### src/rtl/mont_arb_pkg.sv
// Shared constants and types for the Montgomery multiplier arbiter.
// Optional performance counters in mont_mul_arbiter are enabled by MONT_ARB_PERF_EN.
package mont_arb_pkg;

  localparam int MOD      = 3329;
  localparam int WIDTH    = 12;
  localparam int LAT      = 4;
  localparam int TAGW     = 8;
  localparam int NREQ_MAX = 4;
  localparam int ID_W     = $clog2(NREQ_MAX);
  localparam int OUTST_W  = $clog2(LAT + 1);

  typedef logic [OUTST_W-1:0] outst_t;

  typedef struct packed {
    logic            vld;
    logic [ID_W-1:0] id;
    logic [TAGW-1:0] tag;
  } slot_t;

endpackage

### src/rtl/rr_arbiter.sv
// Generic N-way round-robin arbiter: picks the first eligible index at or after ptr.
module rr_arbiter #(
  parameter int N  = 2,
  parameter int IW = 2
) (
  input  logic [N-1:0]  eligible,
  input  logic [IW-1:0] ptr,
  output logic [N-1:0]  grant,
  output logic [IW-1:0] grant_idx,
  output logic          any_grant
);

  // NOTE: every combinational output gets a default before the loop so no latch is inferred.
  always_comb begin
    grant     = '0;
    grant_idx = '0;
    any_grant = 1'b0;
    // k is the rotational distance from ptr; the smallest eligible distance wins.
    for (int k = 0; k < N; k++) begin
      for (int i = 0; i < N; i++) begin
        if (!any_grant && eligible[i] && ((i - int'(ptr) + N) % N) == k) begin
          grant[i]  = 1'b1;
          grant_idx = IW'(i);
          any_grant = 1'b1;
        end
      end
    end
  end

endmodule

### src/rtl/mont_mul_arbiter.sv
// Shares one fixed-latency Montgomery multiplier between NREQ requesters with tag/id tracking.
// Define MONT_ARB_PERF_EN to add per-requester grant counters and a stall counter.
module mont_mul_arbiter #(
  parameter int NREQ      = 2,
  parameter int WIDTH     = mont_arb_pkg::WIDTH,
  parameter int TAGW      = mont_arb_pkg::TAGW,
  parameter int LAT       = mont_arb_pkg::LAT,
  parameter int MAX_OUTST = 4
) (
  input  logic                 clk,
  input  logic                 rst,
  input  logic                 flush,
  input  logic [NREQ-1:0]      req_valid,
  output logic [NREQ-1:0]      req_ready,
  input  logic [NREQ*WIDTH-1:0] req_a,
  input  logic [NREQ*WIDTH-1:0] req_b,
  input  logic [NREQ*TAGW-1:0] req_tag,
  output logic [NREQ-1:0]      rsp_valid,
  output logic [WIDTH-1:0]     rsp_r,
  output logic [TAGW-1:0]      rsp_tag,
  output logic                 mm_en,
  output logic [WIDTH-1:0]     mm_a,
  output logic [WIDTH-1:0]     mm_b,
  input  logic [WIDTH-1:0]     mm_r,
  output logic                 busy
`ifdef MONT_ARB_PERF_EN
  ,
  output logic [NREQ*32-1:0]   perf_grant_cnt,
  output logic [31:0]          perf_stall_cnt
`endif
);

  import mont_arb_pkg::*;

  slot_t            slot [LAT];
  outst_t           outst [NREQ];
  outst_t           eff_outst [NREQ];
  logic [ID_W-1:0]  ptr;
  logic [NREQ-1:0]  eligible;
  logic [NREQ-1:0]  grant;
  logic [NREQ-1:0]  rsp_hit;
  logic [ID_W-1:0]  grant_idx;
  logic             any_grant;
  slot_t            slot_in;

  always_comb begin
    rsp_hit = '0;
    for (int i = 0; i < NREQ; i++)
      rsp_hit[i] = slot[LAT-1].vld && (slot[LAT-1].id == ID_W'(i));
  end

  // A response leaving this cycle frees its credit immediately, so a requester at
  // its limit can be re-granted in the same cycle its oldest result returns.
  always_comb begin
    eligible = '0;
    for (int i = 0; i < NREQ; i++) begin
      eff_outst[i] = outst[i] - outst_t'(rsp_hit[i]);
      eligible[i]  = req_valid[i] && (int'(eff_outst[i]) < MAX_OUTST) && !rst && !flush;
    end
  end

  rr_arbiter #(.N(NREQ), .IW(ID_W)) u_rr (
    .eligible  (eligible),
    .ptr       (ptr),
    .grant     (grant),
    .grant_idx (grant_idx),
    .any_grant (any_grant)
  );

  always_comb begin
    req_ready   = grant;
    mm_a        = any_grant ? req_a[int'(grant_idx)*WIDTH +: WIDTH] : '0;
    mm_b        = any_grant ? req_b[int'(grant_idx)*WIDTH +: WIDTH] : '0;
    slot_in.vld = any_grant;
    slot_in.id  = grant_idx;
    slot_in.tag = any_grant ? req_tag[int'(grant_idx)*TAGW +: TAGW] : '0;
    rsp_valid   = rsp_hit;
    rsp_r       = mm_r;
    rsp_tag     = slot[LAT-1].tag;
    busy        = 1'b0;
    for (int k = 0; k < LAT; k++)
      busy = busy | slot[k].vld;
  end

  // NOTE: the slot shift register is fully reset (not just vld) so rsp_tag reads 0 out of reset.
  always_ff @(posedge clk) begin
    if (rst) begin
      mm_en <= 1'b0;
      ptr   <= '0;
      for (int k = 0; k < LAT; k++) slot[k] <= '0;
      for (int i = 0; i < NREQ; i++) outst[i] <= '0;
    end else begin
      mm_en   <= 1'b1;
      slot[0] <= slot_in;
      for (int k = 1; k < LAT; k++) slot[k] <= slot[k-1];
      if (any_grant)
        ptr <= (int'(grant_idx) == NREQ - 1) ? '0 : grant_idx + 1'b1;
      for (int i = 0; i < NREQ; i++)
        outst[i] <= outst[i] + outst_t'(grant[i]) - outst_t'(rsp_hit[i]);
      if (flush) begin
        for (int k = 0; k < LAT; k++) slot[k].vld <= 1'b0;
        for (int i = 0; i < NREQ; i++) outst[i] <= '0;
      end
    end
  end

`ifdef MONT_ARB_PERF_EN
  always_ff @(posedge clk) begin
    if (rst) begin
      perf_grant_cnt <= '0;
      perf_stall_cnt <= '0;
    end else begin
      for (int i = 0; i < NREQ; i++)
        perf_grant_cnt[i*32 +: 32] <= perf_grant_cnt[i*32 +: 32] + 32'(grant[i]);
      if (|req_valid && !any_grant)
        perf_stall_cnt <= perf_stall_cnt + 32'd1;
    end
  end
`endif

endmodule

### config.mk
export PLATFORM = sky130hd
export DESIGN_NAME = mont_mul_arbiter
export DESIGN_NICKNAME = d
export VERILOG_FILES = /design/src/rtl/mont_arb_pkg.sv /design/src/rtl/rr_arbiter.sv /design/src/rtl/mont_mul_arbiter.sv
export SDC_FILE = /design/constraint.sdc
export NUM_CORES = 1
export LEC_CHECK = 0
export CAP_MARGIN = 20
export CORE_MARGIN = 1
export CORE_UTILIZATION = 37
export DETAILED_ROUTE_END_ITERATION = 8
export PLACE_DENSITY = 0.88
export REMOVE_ABC_BUFFERS = 1
export SLEW_MARGIN = 20
export SYNTH_ARGS = -nofsm -noshare
export SYNTH_HDL_FRONTEND = slang
export SYNTH_SLANG_ARGS = --single-unit
### constraint.sdc
create_clock -name clk -period 3.4 [get_ports clk]
set_input_delay 0.68 -clock clk [delete_from_list [all_inputs] [get_ports clk]]
set_output_delay 0.68 -clock clk [all_outputs]
set_load 0.005 [all_outputs]
# == Word level (Yosys, flattened, before mapping) ==
# Memories as Yosys holds them, arrays and structs flattened.
# Index checks and enable logic that the tools add are counted.
# word_totals
register_bits,3
ram_bits,50
inputBits,81
word_cells,97
memories,2
# mem_list
name,words,width,rd,rd_clocked_by_memory_dff,write_ports,line,source
slot,4,11,4,0,4,mont_mul_arbiter.sv:35,slot_t slot [LAT];
outst,2,3,2,0,2,mont_mul_arbiter.sv:36,outst_t outst [NREQ];
# classes
n_addsub,11
multipliers,1
n_lt_le_gt_ge,2
eq_ne,4
n_shift,3
n_mux,32
n_bitwise,17
n_reduce_logical,23
# op_table
op,n
"adder 32 x 3 -> 32 bit, second input constant",2
logical NOT 32 bit,2
2-to-1 mux 11 bit,4
indexed part select 24 x 32 -> 12 bit,1
2-to-1 mux 12 bit,2
indexed part select 24 x 7 -> 12 bit,1
2-to-1 mux 1 bit,20
indexed part select 16 x 6 -> 8 bit,1
logical AND 1 bit,15
bitwise OR 1 bit,15
2-to-1 mux 3 bit,4
subtractor 3 x 1 -> 3 bit,4
2-to-1 mux 8 bit,1
adder 3 x 1 -> 3 bit,2
"== test 2 bit, second input constant",3
"less-than comparator 3 bit, second input constant",2
"subtractor 1 x 2 -> 3 bit, first input constant",2
logical NOT 1 bit,5
"multiplier 2 x 2 -> 4 bit, second input constant",1
"adder 2 x 1 -> 2 bit, second input constant",1
bitwise AND 1 bit,2
"== test 2 x 1 -> 1 bit, second input constant",1
logical NOT 2 bit,1
2-to-1 mux 2 bit,1

# == Depth between registers and ports, before layout ==
# Gate-level depths: netlist (run 1).
# An unclocked memory read counts as a cell.
# depth
word_depth,26
mapped_depth,11
depth_no_buf,10

# == Hierarchy ==
# Synthesis (run 1) repeated with hierarchy kept, for this count alone.
# hier_totals
hier_cells,234
area_unflattened_um2,2660.1
# by_module_without_submodules
module,instances,cells_each,area_per_inst_um2
mont_mul_arbiter,1,225,2607.5
rr_arbiter,1,9,52.6

# == Least setup slack after synthesis (run 1) ==
# Ideal clock, no wire load.
# synth_path
path_type,reg-to-reg
from,memory slot[3][8] (netlist bit)
to,memory outst[0][2] (netlist bit)
setup_ns,0.115
t_arrival_ns,2.459
required_ns,3.285
slack_ns,0.826
path_stages_with_launch,12
n_path_buf,1
synth_period_minus_slack_ns,2.574
cell_sequence,dfxtp_1 and2_1 ha_1 ha_1 xor2_1 o2111a_2 buf_4 ha_1 fa_1 xnor2_1 xnor2_1 nor2_1
# synth_rtl
item,line
"start, declared",mont_mul_arbiter.sv:35
"end, declared",mont_mul_arbiter.sv:36

# == Worst setup path after layout (run 1) ==
# layout_path
from,input port rst
to,output port mm_b[1]
# layout_via
elab_chain_len,20
elab_cells_between_ends,25
cone_classes,mul (1); shift (1); mux (8); reduce/logical (15)
# layout_lines
item,line,source
"start, declared",mont_mul_arbiter.sv:11,"input logic rst,"
logical NOT 1 bit (*),mont_mul_arbiter.sv:58,eligible[i] = req_valid[i] && (int'(eff_outst[i]) < MAX_OUTST) && !rst && !flush;
logical AND 1 bit (2 in a row),mont_mul_arbiter.sv:58,
logical AND 1 bit,rr_arbiter.sv:21,if (!any_grant && eligible[i] && ((i - int'(ptr) + N) % N) == k) begin
2-to-1 mux 1 bit,rr_arbiter.sv:21,
logical NOT 1 bit,rr_arbiter.sv:21,
logical AND 1 bit (2 in a row),rr_arbiter.sv:21,
2-to-1 mux 1 bit,rr_arbiter.sv:21,
logical NOT 1 bit,rr_arbiter.sv:21,
logical AND 1 bit (2 in a row),rr_arbiter.sv:21,
2-to-1 mux 1 bit,rr_arbiter.sv:21,
logical NOT 1 bit,rr_arbiter.sv:21,
logical AND 1 bit (2 in a row),rr_arbiter.sv:21,
2-to-1 mux 1 bit,rr_arbiter.sv:21,
multiplier 2 x 2 -> 4 bit,mont_mul_arbiter.sv:73,mm_b = any_grant ? req_b[int'(grant_idx)*WIDTH +: WIDTH] : '0;
indexed part select 24 x 7 -> 12 bit,mont_mul_arbiter.sv:73,
2-to-1 mux 12 bit (*),mont_mul_arbiter.sv:73,
"end, declared",mont_mul_arbiter.sv:23,"output logic [WIDTH-1:0] mm_b,"
# Mark *: on every way between the ends. The rest lies on a longest branch, timed or not.

==> results of run 1 <==
==> worst reg2reg max path, stage by stage, from the launching register on <==
cell and delay [ns]:
dfxtp_2 0.35, and2_1 0.17, ha_1 0.23, ha_4 0.20, xor2_4 0.17, o2111a_2 0.31, buf_12 0.17, ha_1 0.22
fa_1 0.37, xnor2_1 0.19, xnor2_1 0.15, nor2_1 0.07
==> worst min-delay path by stage <==
stage,start,end
floorplan,slot[2][0],slot[3][0]
global placement,slot[2][6],slot[3][6]
detailed placement,slot[2][1],slot[3][1]
CTS,slot[2][1],slot[3][1]
global route,slot[2][2],slot[3][2]
finish,slot[2][1],slot[3][1]
==> stage by stage <==
step / TNS, ns / hold WS (ns)
6_report: 0 / 0.455
5_1_grt: -0.390 / 0.491
4_1_cts: -0.0718 / 0.460
3_5_place_dp: 0 / 0.439
3_3_place_gp: 0 / 0.434
2_1_floorplan: 0 / 0.429
==> final cells by class <==
class                   instances  share of cell area (%)
multi-input cells             125                    26.3
clock inverters                 2                   0.206
flip-flops and latches         48                    34.4
repair buffers                120                    32.9
well taps                      75                    2.58
clock buffers                   6                    2.58
inverters                      10                    1.03
==> routing by layer <==
metal | global-route usage, % | vias up | wire length [um]
met4 | 8.39 | 0 | 141
met2 | 30.1 | 103 | 2650
met3 | 6.85 | 13 | 492
met1 | 15.2 | 819 | 1870
met5 | 0 | - | 0
li1 | - | 850 | -
==> power by group <==
group	total (mW)	internal (mW)	switching, mW
logic	0.215	0.147	0.0684
registers	0.658	0.648	0.00949
clock network	0.370	0.185	0.185
total	1.24	0.980	0.263
==> cells by family (layout without fill, tap and decap cells) <==
family	Yosys count	in the layout	share of synthesized area (%)
AOI/OAI and AO/OA	38	38	15.5
xor gates and xnor gates	6	6	2.28
adders and majority gates	8	8	4.99
buffers and inverters	39	138	11.1
DFF	48	48	54.2
other	1	29	0.163
and+or+nand+nor	44	44	11.8
==> registers in the layout, summed over array words and instances, names as in the netlist <==
register and count:
mm_en 1, outst 6, ptr 1, slot 40
==> cells in the final DEF, fill, tap and decap left out, types with 4 or more instances in the layout <==
master and count:
buf_4 10, xnor2_1 4, conb_1 29, and2_1 8, nor2b_1 27, edfxtp_1 29
a22o_2 5, a22o_1 27, inv_1 10, clkdlybuf4s50_1 103, dfxtp_1 17, clkbuf_8 5
ha_1 4
==> timing repair <==
action	4_1_cts	5_1_grt
buffers inserted	0	5
endpoints found under the setup margin	24	24
cloned	0	1
hold buffers	0	0
resized for setup	2	17
pin swaps	0	3
hold endpoints to repair	0	0
==> metrics.txt, run 1 <==
run status completed; clock tree buffer depth 2; root buffer cell clkbuf_8; total congestion overflow after global routing 0; clock-pin slew of the registers on the worst-case setup and hold paths 0.08 ns; first-pass GRT wire length 7980 um; proportion of synthesized chip area in sequential cells 54.2%; largest net degree at the start of global routing 29; CTS tree yes; placeable core region 0.00596 mm2; max cap viols 0; power per cell area 341 mW/mm2; worst reg2reg setup slack 0.69 ns; CP Capture Point mm_b[1]; horizontal die dimension 81.0 um; worst path required time 2.72 ns; number of remaining DRC errors 0; DP Cell Count 372; area of all placed cells without fillers 0.00364 mm2; number of nets still failing antenna checks after routing 0; area taken by flip-flops and latches 0.00125 mm2; first-pass detailed-route iteration total 4; Chip Height 81.0 um; largest cells by area after synthesis edfxtp_1 38%, dfxtp_1 16%, a22o_1 10%; number of inserted filler cells in the final layout 470; initial antenna violation count 0; Total Die Area 0.00656 mm2; final RePlAce weighted congestion 0.755; number of buffers added by the clock tree synthesis step 5; Detailed Route Iter0 Violations 70; I/O pin total 131; vias in the first global route 1849; distinct cell type count of the synthesized netlist 27; Worst Setup Start Kind primary input; placed wire-length estimate 3790 um; final setup violation count 0; global-route usage over all layers 16.3%; post-route clock period utilization 99.0%; power after layout 1.24 mW; critical-path cell with the highest stage delay clkdlybuf4s50_1; asr flop ratio synth 0%; share of layout cells above drive strength 1 11.6%; type of the worst min-delay path reg2reg; cell types with the highest counts after synthesis 29 x edfxtp_1, 28 x nor2b_1, 27 x a22o_1, 23 x buf_4, 19 x dfxtp_1; Reg-to-Reg End outst[0][2]; register bit count reported by yosys 48; Area Overhead vs Synth 57.8%; cell breakdown of the critical path clkdlybuf4s50_1 -> or2_4 -> a2111oi_4 -> buf_4 -> buf_6 -> a22o_2 -> clkdlybuf4s50_1; area fraction of the dominant cell type after synthesis 37.7%; Slowest Stage Delay on Critical Path 0.50 ns; number of vias in the routed layout 1785; final routed wirelength across all metal layers 5160 um; minimum clock period after layout 3.37 ns; number of gates on the worst path with buffers counted 7; Worst Slack Setup Final 0.0334 ns; cell with the most instances on the worst path clkdlybuf4s50_1; largest voltage drop on the vdd net 235 uV; f_max 297 MHz; Final #Nets 399; number of cells on the worst hold path 1; total of buffers placed on input and output ports 106; Warnings, synthesis 0; gate count of the mapped netlist 184; Pins Over Slew Limit 0; Worst-Skew Late Latency 0.30 ns; type of the setup path with the least slack in2out; crit end category primary output; launch point of the critical path rst; standard cell area after detailed placement 0.00342 mm2; number of standard cells in the layout, taps in and fillers out 386; Largest delay share family, worst path buffers and inverters; starting density of the core 38.7%; Post-synth top flop edfxtp_1; library cell with the highest instance count after synthesis edfxtp_1; critical path arrival 2.69 ns; Wirelength per Cell 13.4 um; LEAKAGE 1.47 nW; Post-synth EDFFs 29; count of H-tree levels built during CTS 2; post-synth top area cell edfxtp_1; number of rows created at floorplan 28; number of antenna cells inserted 0; maximum fanout count along the critical path 12; Vias/cell 4.62; Post-Syn Area 0.00231 mm2; post-place setup slack 0.0647 ns; Final Core Density 61.1%; number of buffer and inverter instances along the worst setup path 4; final number of hold-violating endpoints 0; r2r startpoint slot[3][8]; total clock sinks 48; worst r2r path cells 11; Worst Clk Skew 0.00860 ns; syn avg cell area 12.5 um2; area occupied by multi-input gates 957 um2
No activity file was read; power rests on OpenSTA's default activity.
==> run 2: changes to the inputs <==
--- a/config.mk
+++ b/config.mk
@@ -7,11 +7,11 @@
 export LEC_CHECK = 0
 export CAP_MARGIN = 20
 export CORE_MARGIN = 1
-export CORE_UTILIZATION = 37
+export CORE_UTILIZATION = 41
 export DETAILED_ROUTE_END_ITERATION = 8
-export PLACE_DENSITY = 0.88
-export REMOVE_ABC_BUFFERS = 1
+export PLACE_DENSITY = 0.91
 export SLEW_MARGIN = 20
 export SYNTH_ARGS = -nofsm -noshare
 export SYNTH_HDL_FRONTEND = slang
+export SYNTH_HIERARCHICAL = 1
 export SYNTH_SLANG_ARGS = --single-unit
==> metrics.txt, run 2 <==
library cell with the highest instance count after synthesis nor2_1; post-route clock period utilization 100%; Post-synth EDFFs 32; final RePlAce weighted congestion 0.727; Worst Clk Skew 0.00523 ns; number of buffers added by the clock tree synthesis step 5; Area Overhead vs Synth 51.4%; LEAKAGE 1.76 nW; number of nets still failing antenna checks after routing 0; first-pass detailed-route iteration total 3; flip-flop count of the largest register after layout 44; count of H-tree levels built during CTS 2; number of buffer and inverter instances along the worst setup path 4; NetSw 0.287 mW; Total Die Area 0.00681 mm2; max cap viols 0; proportion of synthesized chip area in sequential cells 51.9%; crit end category primary output; starting density of the core 43.6%; area of all placed cells without fillers 0.00403 mm2; violated checks setup timing; Reg-to-Reg End outst[0][2]; sequential cell fraction of total power 55.8%; Worst Hold Launch slot[2][7]; Wirelength per Cell 12.2 um; type of the worst min-delay path reg2reg; initial antenna violation count 0; type of the setup path with the least slack in2out; number of remaining DRC errors 0; Vias/cell 4.41; Post-synth top flop edfxtp_1; number of cells on the worst hold path 1; Pins Over Slew Limit 0; global-route usage over all layers 15.5%; Slowest Stage Delay on Critical Path 0.44 ns; asr flop ratio synth 0%; cell breakdown of the critical path clkdlybuf4s50_1 -> nor2_2 -> and3_4 -> a21boi_4 -> buf_6 -> buf_4 -> mux2i_1 -> nor2_1 -> clkdlybuf4s50_1; register bit count reported by yosys 53; most flop-heavy register slot; Chip Height 82.5 um; most frequent cells in the layout 93 x clkdlybuf4s50_1, 34 x nor2_1, 33 x conb_1; minimum clock period after layout 3.40 ns; Power Internal 1.01 mW; number of vias in the routed layout 1939; worst r2r path cells 11; final setup violation count 1; placed wire-length estimate 4240 um; standard cell area after detailed placement 0.00382 mm2; Post-Syn Area 0.00266 mm2; clock tree buffer depth 2; maximum fanout count along the critical path 7; RSZ-0062 raised after global routing true; total clock sinks 53; Detailed Route Iter0 Violations 29; # hold bufs at CTS 0; switching part of the total 22.2%; Warnings, synthesis 6; first-pass GRT wire length 7850 um; Worst Slack Setup Final -0.00287 ns; total of buffers placed on input and output ports 106; share of layout cells above drive strength 1 10.1%; Final Core Density 66.1%; placeable core region 0.00610 mm2; horizontal die dimension 82.5 um; cell with the most instances on the worst path clkdlybuf4s50_1; power per cell area 321 mW/mm2; I/O pin total 131; number of rows created at floorplan 28; worst reg2reg setup slack 0.81 ns; Largest delay share family, worst path buffers and inverters; r2r startpoint slot[3][9]; clock-pin slew of the registers on the worst-case setup and hold paths 0.09 ns; total congestion overflow after global routing 0; most common cell after layout, fill and taps aside clkdlybuf4s50_1; Worst-Skew Late Latency 0.30 ns; critical path arrival 2.72 ns; distinct cell type count of the synthesized netlist 33; top flop regs slot: 44 flops, outst: 6 flops, ptr: 2 flops; area fraction of the dominant cell type after synthesis 36.1%; vias in the first global route 1911; final routed wirelength across all metal layers 5380 um; post-synth top area cell edfxtp_1; largest voltage drop on the vdd net 287 uV; largest cells by area after synthesis edfxtp_1 36%, dfxtp_1 16%, mux2i_1 12%; root buffer cell clkbuf_8; Final #Nets 451; worst path required time 2.72 ns; number of inserted filler cells in the final layout 482; end of the worst hold path slot[3][7]; gate count of the mapped netlist 234; largest net degree at the start of global routing 39; Worst Setup Start Kind primary input; number of antenna cells inserted 0; run status finished, violations left; syn avg cell area 11.4 um2; f_max 294 MHz; combinational share of power 17.3%; final number of hold-violating endpoints 0; Clock Power Share 26.9%; critical-path cell with the highest stage delay clkdlybuf4s50_1; cell types with the highest counts after synthesis 35 x nor2_1, 32 x edfxtp_1, 32 x mux2i_1, 31 x nor2b_1, 24 x buf_4; CTS tree yes
## run 2: changes by cell type after synthesis, moves of 4 or more
cell,previous run,this run
mux2i_1,0,32
a22o_1,27,0
buf_2,0,4
nor2_1,3,35
a22o_2,5,0
inv_1,10,5
## run 2: how the worst max path moves through the flow
| stage | startpoint | end | cells past startpoint |
|---|---|---|---|
| after global placement | rst | mm_a[2] | 8 |
| after floorplan | rst | mm_b[10] | 8 |
| after global routing | slot[3][9] | mm_b[4] | 11 |
| final | flush | mm_b[4] | 9 |
| after detailed placement | rst | mm_a[2] | 8 |
| after CTS | flush | mm_b[4] | 9 |
## run 2: cells by family after synthesis
| family | Yosys count | synth area share, % |
|---|---|---|
| muxes | 32 | 12.0 |
| adders and majority gates | 6 | 3.39 |
| other | 2 | 0.282 |
| DFF | 53 | 51.9 |
| AOI/OAI and AO/OA | 6 | 1.50 |
| and+or+nand+nor | 91 | 18.5 |
| xor gates and xnor gates | 6 | 3.10 |
| buffers and inverters | 38 | 9.27 |
## run 2: area by class of cell
cell class / instances / area (um2) / area share [%]
multi-input combinational: 174 / 1190 / 29.6
clock inverter: 3 / 21.3 / 0.528
sequential: 53 / 1380 / 34.3
tap: 75 / 93.8 / 2.33
timing repair buffer: 125 / 1250 / 31.0
clock buffer: 5 / 68.8 / 1.71
inverter: 5 / 18.8 / 0.466
## run 2: layer usage
metal / part of all wire, % / vias to the layer above / track usage [%] / wire length, um
met4: 1.4 / 0 / 4.31 / 73
li1: - / 974 / - / -
met3: 7.0 / 10 / 4.62 / 376
met2: 56 / 81 / 31.1 / 3040
met5: 0 / - / 0 / 0
met1: 35 / 874 / 15.2 / 1890
## run 2: worst register-to-register path, cell delays in order, from the launching register on
cell and delay, ns:
dfxtp_2 0.34, nand3b_1 0.21, nor2_1 0.13, ha_1 0.16, xnor2_1 0.14, and3_4 0.23
o21ai_1 0.07, and2_1 0.19, ha_1 0.21, fa_1 0.35, xor3_1 0.36, nor3_1 0.14
## run 2: per-stage QoR
stage / total power, mW / TNS [ns] / setup slack, ns / hold WS, ns / cells
after floorplan: 0.834 / 0 / 0.561 / 0.429 / 265
after global placement: 0.942 / -0.133 / -0.0406 / 0.434 / 427
after detailed placement: 0.950 / -1.99 / -0.158 / 0.436 / 427
after CTS: 1.30 / -0.0136 / -0.0121 / 0.458 / 437
after global routing: 1.35 / -1.00 / -0.148 / 0.474 / 440
final: 1.29 / -0.00287 / -0.00287 / 0.455 / 440
## run 2: repair_timing
item / CTS / global route
gates resized for setup: 12 / 17
endpoints found under the setup margin: 22 / 22
buffers inserted: 2 / 2
gates cloned: 0 / 1
pin swaps: 1 / 3
hold endpoints to repair: 0 / 0
## run 2: power by group through the flow
stage | registers, mW | clock network, mW | logic, mW
final | 0.721 | 0.348 | 0.223
after detailed placement | 0.736 | 0 | 0.215
after global routing | 0.724 | 0.382 | 0.243
after global placement | 0.734 | 0 | 0.209
after floorplan | 0.733 | 0 | 0.102
after CTS | 0.721 | 0.359 | 0.220
==> run 3: changes to the inputs <==
--- a/config.mk
+++ b/config.mk
@@ -8,6 +8,7 @@
 export CAP_MARGIN = 20
 export CORE_MARGIN = 1
 export CORE_UTILIZATION = 41
+export CTS_CLUSTER_SIZE = 10
 export DETAILED_ROUTE_END_ITERATION = 8
 export PLACE_DENSITY = 0.91
 export SLEW_MARGIN = 20
==> results of run 3 <==
The final DEF is identical to that of run 2; final timing and power are the same.
